--- config.mk ---
export PLATFORM = sky130hd
export DESIGN_NAME = alu_mul_sequencer
export DESIGN_NICKNAME = d
export VERILOG_FILES = /design/src/rtl/alu_mul_sequencer.sv
export SDC_FILE = /design/constraint.sdc
export NUM_CORES = 1
export LEC_CHECK = 0
export BUFFER_PORTS_ARGS = -buffer_cell sky130_fd_sc_hd__buf_2
export CAP_MARGIN = 10
export CORE_AREA = 2 2 113 115
export CTS_CLUSTER_DIAMETER = 100
export DETAILED_ROUTE_END_ITERATION = 10
export DIE_AREA = 0 0 115 117
export GPL_TIMING_DRIVEN = 0
export PLACE_DENSITY_LB_ADDON = 0.05
export SLEW_MARGIN = 10
export SYNTH_ARGS = -nofsm -noshare
export SYNTH_HDL_FRONTEND = slang
export SYNTH_SLANG_ARGS = --single-unit
--- constraint.sdc ---
create_clock -name clk -period 2.8 [get_ports clk]
set_clock_uncertainty 0.15 [all_clocks]
set_input_delay 0.42 -clock clk [delete_from_list [all_inputs] [get_ports clk]]
set_output_delay 0.42 -clock clk [all_outputs]
set_load 0.05 [all_outputs]
--- src/rtl/alu_mul_sequencer.sv ---
// Multi-cycle unsigned W x W multiply (low word) that borrows the EX-stage ALU,
// running MSB-first shift-and-add using only the ALU's DOUBLE and ADD operations.
module alu_mul_sequencer #(
    parameter int W = 32
) (
    input  logic         clk,
    input  logic         rst_n,
    input  logic         start,
    input  logic         flush,
    input  logic [W-1:0] op_a,
    input  logic [W-1:0] op_b,
    input  logic [W-1:0] alu_result,
    output logic         alu_sel,
    output logic [3:0]   alu_ctrl,
    output logic [W-1:0] alu_in_a,
    output logic [W-1:0] alu_in_b,
    output logic         stall,
    output logic         busy,
    output logic         done,
    output logic [W-1:0] result
);

    localparam int CW = (W > 1) ? $clog2(W) : 1;
    localparam logic [3:0] CTRL_DBL = 4'b0100;
    localparam logic [3:0] CTRL_ADD = 4'b0010;

    typedef enum logic [1:0] {
        S_IDLE,
        S_DBL,
        S_ADD,
        S_DONE
    } state_t;

    state_t         state;
    state_t         state_nxt;
    logic [W-1:0]   acc;
    logic [W-1:0]   acc_nxt;
    logic [W-1:0]   a_q;
    logic [W-1:0]   a_nxt;
    logic [W-1:0]   b_q;
    logic [W-1:0]   b_nxt;
    logic [CW-1:0]  cnt;
    logic [CW-1:0]  cnt_nxt;
    logic [W-1:0]   result_nxt;
    logic           done_nxt;

    always_ff @(posedge clk or negedge rst_n) begin
        if (!rst_n) begin
            state  <= S_IDLE;
            acc    <= '0;
            a_q    <= '0;
            b_q    <= '0;
            cnt    <= '0;
            result <= '0;
            done   <= 1'b0;
        end else begin
            state  <= state_nxt;
            acc    <= acc_nxt;
            a_q    <= a_nxt;
            b_q    <= b_nxt;
            cnt    <= cnt_nxt;
            result <= result_nxt;
            done   <= done_nxt;
        end
    end

    always_comb begin
        state_nxt  = state;
        acc_nxt    = acc;
        a_nxt      = a_q;
        b_nxt      = b_q;
        cnt_nxt    = cnt;
        result_nxt = result;
        done_nxt   = 1'b0;
        alu_sel    = 1'b0;
        alu_ctrl   = 4'b0000;
        alu_in_a   = '0;
        alu_in_b   = '0;
        stall      = 1'b0;
        busy       = (state != S_IDLE);

        case (state)
            S_IDLE: begin
                // Stall combinationally so the issuing instruction stays in EX.
                stall = start & ~flush;
                if (start && !flush) begin
                    a_nxt     = op_a;
                    b_nxt     = op_b;
                    acc_nxt   = '0;
                    cnt_nxt   = CW'(W - 1);
                    state_nxt = S_DBL;
                end
            end
            S_DBL: begin
                alu_sel  = 1'b1;
                alu_ctrl = CTRL_DBL;
                alu_in_a = acc;
                stall    = 1'b1;
                acc_nxt  = alu_result;
                // cnt is kept when the bit is set; the ADD step consumes it.
                if (b_q[cnt]) begin
                    state_nxt = S_ADD;
                end else if (cnt == '0) begin
                    state_nxt = S_DONE;
                end else begin
                    cnt_nxt = cnt - CW'(1);
                end
            end
            S_ADD: begin
                alu_sel  = 1'b1;
                alu_ctrl = CTRL_ADD;
                alu_in_a = acc;
                alu_in_b = a_q;
                stall    = 1'b1;
                acc_nxt  = alu_result;
                if (cnt == '0) begin
                    state_nxt = S_DONE;
                end else begin
                    cnt_nxt   = cnt - CW'(1);
                    state_nxt = S_DBL;
                end
            end
            S_DONE: begin
                done_nxt   = 1'b1;
                result_nxt = acc;
                state_nxt  = S_IDLE;
            end
            default: begin
                state_nxt = S_IDLE;
            end
        endcase

        // An abort drops the multiply without a done pulse or result update.
        if (flush && state != S_IDLE) begin
            state_nxt  = S_IDLE;
            done_nxt   = 1'b0;
            result_nxt = result;
        end
    end

endmodule

==> summary.md <==
| Metric | Value |
|---|---|
| Delay-heaviest family, CP | `multiplexers` |
| Total GRT Usage | `22.7%` |
| Post-Layout Cell Count | `957` |
| Pwr dens | `1400 nW/um2` |
| Final TNS setup | `0 ns` |
| Reg area | `3410 um2` |
| RSZ-0062 raised after global routing | `true` |
| CP cell instances | `buf_6 > buf_12 > mux2_4 > mux4_2 > mux4_2 > a21o_1 > o22a_1` |
| Worst skew pair latency | `0.42 ns` |
| Flops & latches, synth | `136` |
| Num rows | `41` |
| Commonest non-fill, non-tap cells in the layout | `186 x buf_2, 165 x nand2_1, 134 x dfrtp_1` |
| Top Ports | `204` |
| Most common cell after layout, fill and taps aside | `buf_2` |
| Final WL | `14800 um` |
| Overall power after layout | `11.3 mW` |
| CP startpoint | `cnt[2]` |
| Part of the Yosys area used for sequential elements | `55.4%` |
| CTS clk-pin slew, worst paths | `0.06 ns` |
| DP HPWL | `10700 um` |
| Placed Area | `7380 um2` |
| Worst min-delay path class | `in2reg` |
| CP bufs+invs | `2` |
| Area of the mapped netlist | `6140 um2` |
| Initial Util | `49.9%` |
| Die H | `117 um` |
| HP Start | `op_b[9]` |
| PortBufs | `201` |
| Nets | `901` |
| Period Utilization, post-route | `97.3%` |
| Crit path launch type | `register` |
| Multi-input logic area | `2570 um2` |
| Setup ws final | `0.0746 ns` |
| Worst slew pin tran | `1.16 ns` |
| Synth cell types | `40` |
| Req. time, crit path | `2.96 ns` |
| Number of global-route vias before repair | `4668` |
| DRT Pass-1 Iters | `4` |
| GP Congestion | `0.788` |
| CP endpoint kind | `register` |
| Final Max Tran Viols | `0` |
| Clk root buf | `clkbuf_16` |
| Ratio of cells with drive above 1 in the final layout | `35.4%` |
| Avg Cell Area, Syn | `10.8 um2` |
| Critical Path AT | `2.89 ns` |
| Outcome | `complete, no violations` |
| Initial antenna violation count | `0` |
| ANT nets after route | `0` |
| Crit path top cell by count | `mux4_2` |
| First-pass GRT wire length | `23200 um` |
| Core outline area | `12300 um2` |
| Max Cap Viol | `0` |
| Die ar. | `13500 um2` |
| Final setup viols | `0` |
| DRT iter0 DRCs | `258` |
| Sinks on Clock Net | `136` |
| Final hold viol count | `0` |
| Leakage power total | `4.21 nW` |
| Antenna diodes | `0` |
| H-Tree Depth | `4` |
| Die X | `115 um` |
| Vias | `4888` |
| Grt ovf | `0` |
| Fillers | `1018` |
| Yosys warns | `0` |
| Pre-CTS setup slack | `-0.132 ns` |
| Final Critical Period | `2.73 ns` |
| Worst rel slew slack | `21.6%` |
| Inst Count DP | `922` |
| DR DRC count | `0` |
| Largest net degree at the start of global routing | `87` |
| Syn Inst Count | `569` |
| Peak supply drop | `0.651 mV` |
| CTS tree | `done` |
| Final instance area | `8120 um2` |
| Largest stage delay, worst path | `0.59 ns` |
| RR Startpoint | `cnt[2]` |
| Layout Area Growth over Synthesis | `32.2%` |
| Drt via density | `5.11` |
| Worst path slowest cell | `mux4_2` |
| CP max FO | `7` |
| Fmax | `367 MHz` |
| Routed len/inst | `15.5 um` |
| CTS max path bufs | `2` |
| TritonCTS Buffers | `17` |
| CP Class | `reg2reg` |
-- through the flow --
step / utilization [%] / hold WS (ns)
finish: 66.0 / 0.0542
floorplan: - / -0.0256
global placement: 59.6 / 0.303
detailed placement: 59.9 / 0.246
CTS: 65.4 / 0.0366
global route: 66.0 / 0.0448
-- flip-flops by register name (all words and copies together), names as in the netlist --
signal  flops
state       2
cnt         5
done        1
a_q        32
b_q        32
acc        32
result     32
-- area by class of cell --
class                   instances  share of cell area, %
well taps                     150                   2.31
multi-input cells             386                   31.7
clock buffers                  21                   5.79
plain buffers                  33                   2.16
repair buffers                207                   13.7
inverters                      13                  0.601
clock inverters                11                   1.80
flip-flops and latches        136                   41.9
-- path summary, 6_finish.rpt --
kind | endpoint | slack (ns) | cells past startpoint
worst max-delay path | cnt[0] | 0.07 | 7
worst min-delay path | b_q[9] | 0.05 | 2
worst max register to register | cnt[0] | 0.07 | 7
worst min register to register | result[1] | 0.32 | 2
max in group asynchronous | acc[30] | 1.37 | 3
min in group asynchronous | a_q[11] | 0.35 | 2
-- power breakdown --
group	leakage (nW)	switching [mW]	total [mW]	internal (mW)
combinational	2.23	3.89	5.70	1.81
sequential	1.69	0.486	3.34	2.85
clock	0.287	0.838	2.30	1.47
total	4.21	5.21	11.3	6.13
-- Yosys cell counts --
cell / number / share of area (%)
a211oi_1: 4 / 0.49
a32oi_1: 2 / 0.29
nand2_1: 165 / 10
mux2_1: 53 / 9.7
mux2_4: 3 / 0.73
mux4_1: 1 / 0.43
o31ai_1: 1 / 0.12
inv_2: 3 / 0.18
buf_8: 1 / 0.24
conb_1: 1 / 0.061
nand4b_1: 1 / 0.14
or3_1: 4 / 0.41
buf_1: 1 / 0.061
o21ai_0: 10 / 0.81
a221oi_2: 1 / 0.24
o21a_1: 1 / 0.12
o22a_1: 3 / 0.43
a21oi_1: 1 / 0.081
nor4_1: 1 / 0.10
buf_6: 1 / 0.18
nor2_1: 1 / 0.061
and2_1: 64 / 6.5
o21ai_1: 24 / 2.0
nand3_1: 2 / 0.16
mux4_2: 6 / 2.2
mux2_2: 18 / 3.3
ha_1: 7 / 1.4
a31o_1: 1 / 0.14
buf_4: 2 / 0.24
a32o_1: 1 / 0.16
a31oi_1: 1 / 0.10
nor4b_1: 1 / 0.14
nor3b_1: 1 / 0.12
dfrtp_1: 136 / 55
o22ai_1: 2 / 0.20
o31a_1: 1 / 0.14
a21o_1: 2 / 0.24
clkbuf_1: 30 / 1.8
nor3_1: 1 / 0.081
inv_1: 10 / 0.61
-- layer usage --
layer | share of wire (%) | global-route usage, % | wire (um) | up-vias
met5 | 0 | 0 | 0 | -
li1 | - | - | - | 2331
met1 | 43 | 29.1 | 6390 | 2363
met4 | 2.4 | 9.08 | 354 | 0
met2 | 48 | 36.7 | 7160 | 162
met3 | 6.0 | 6.54 | 887 | 32
-- logic make-up after synthesis --
family / share of synthesized area (%)
buffers and inverters: 3.36
multiplexers: 16.4
AND/OR/NAND/NOR: 17.8
other: 0.0611
flip-flops: 55.4
AO/OA/AOI/OAI: 5.54
adder cells (fa/ha/maj): 1.43
-- repair_timing --
item	CTS	global route
endpoints found under the setup margin	34	52
pin swaps	1	1
setup buffers	0	4
gates resized for setup	22	16
endpoints found under the hold margin	50	0
hold buffers	1	0
Power figures use the tool's default switching activity.
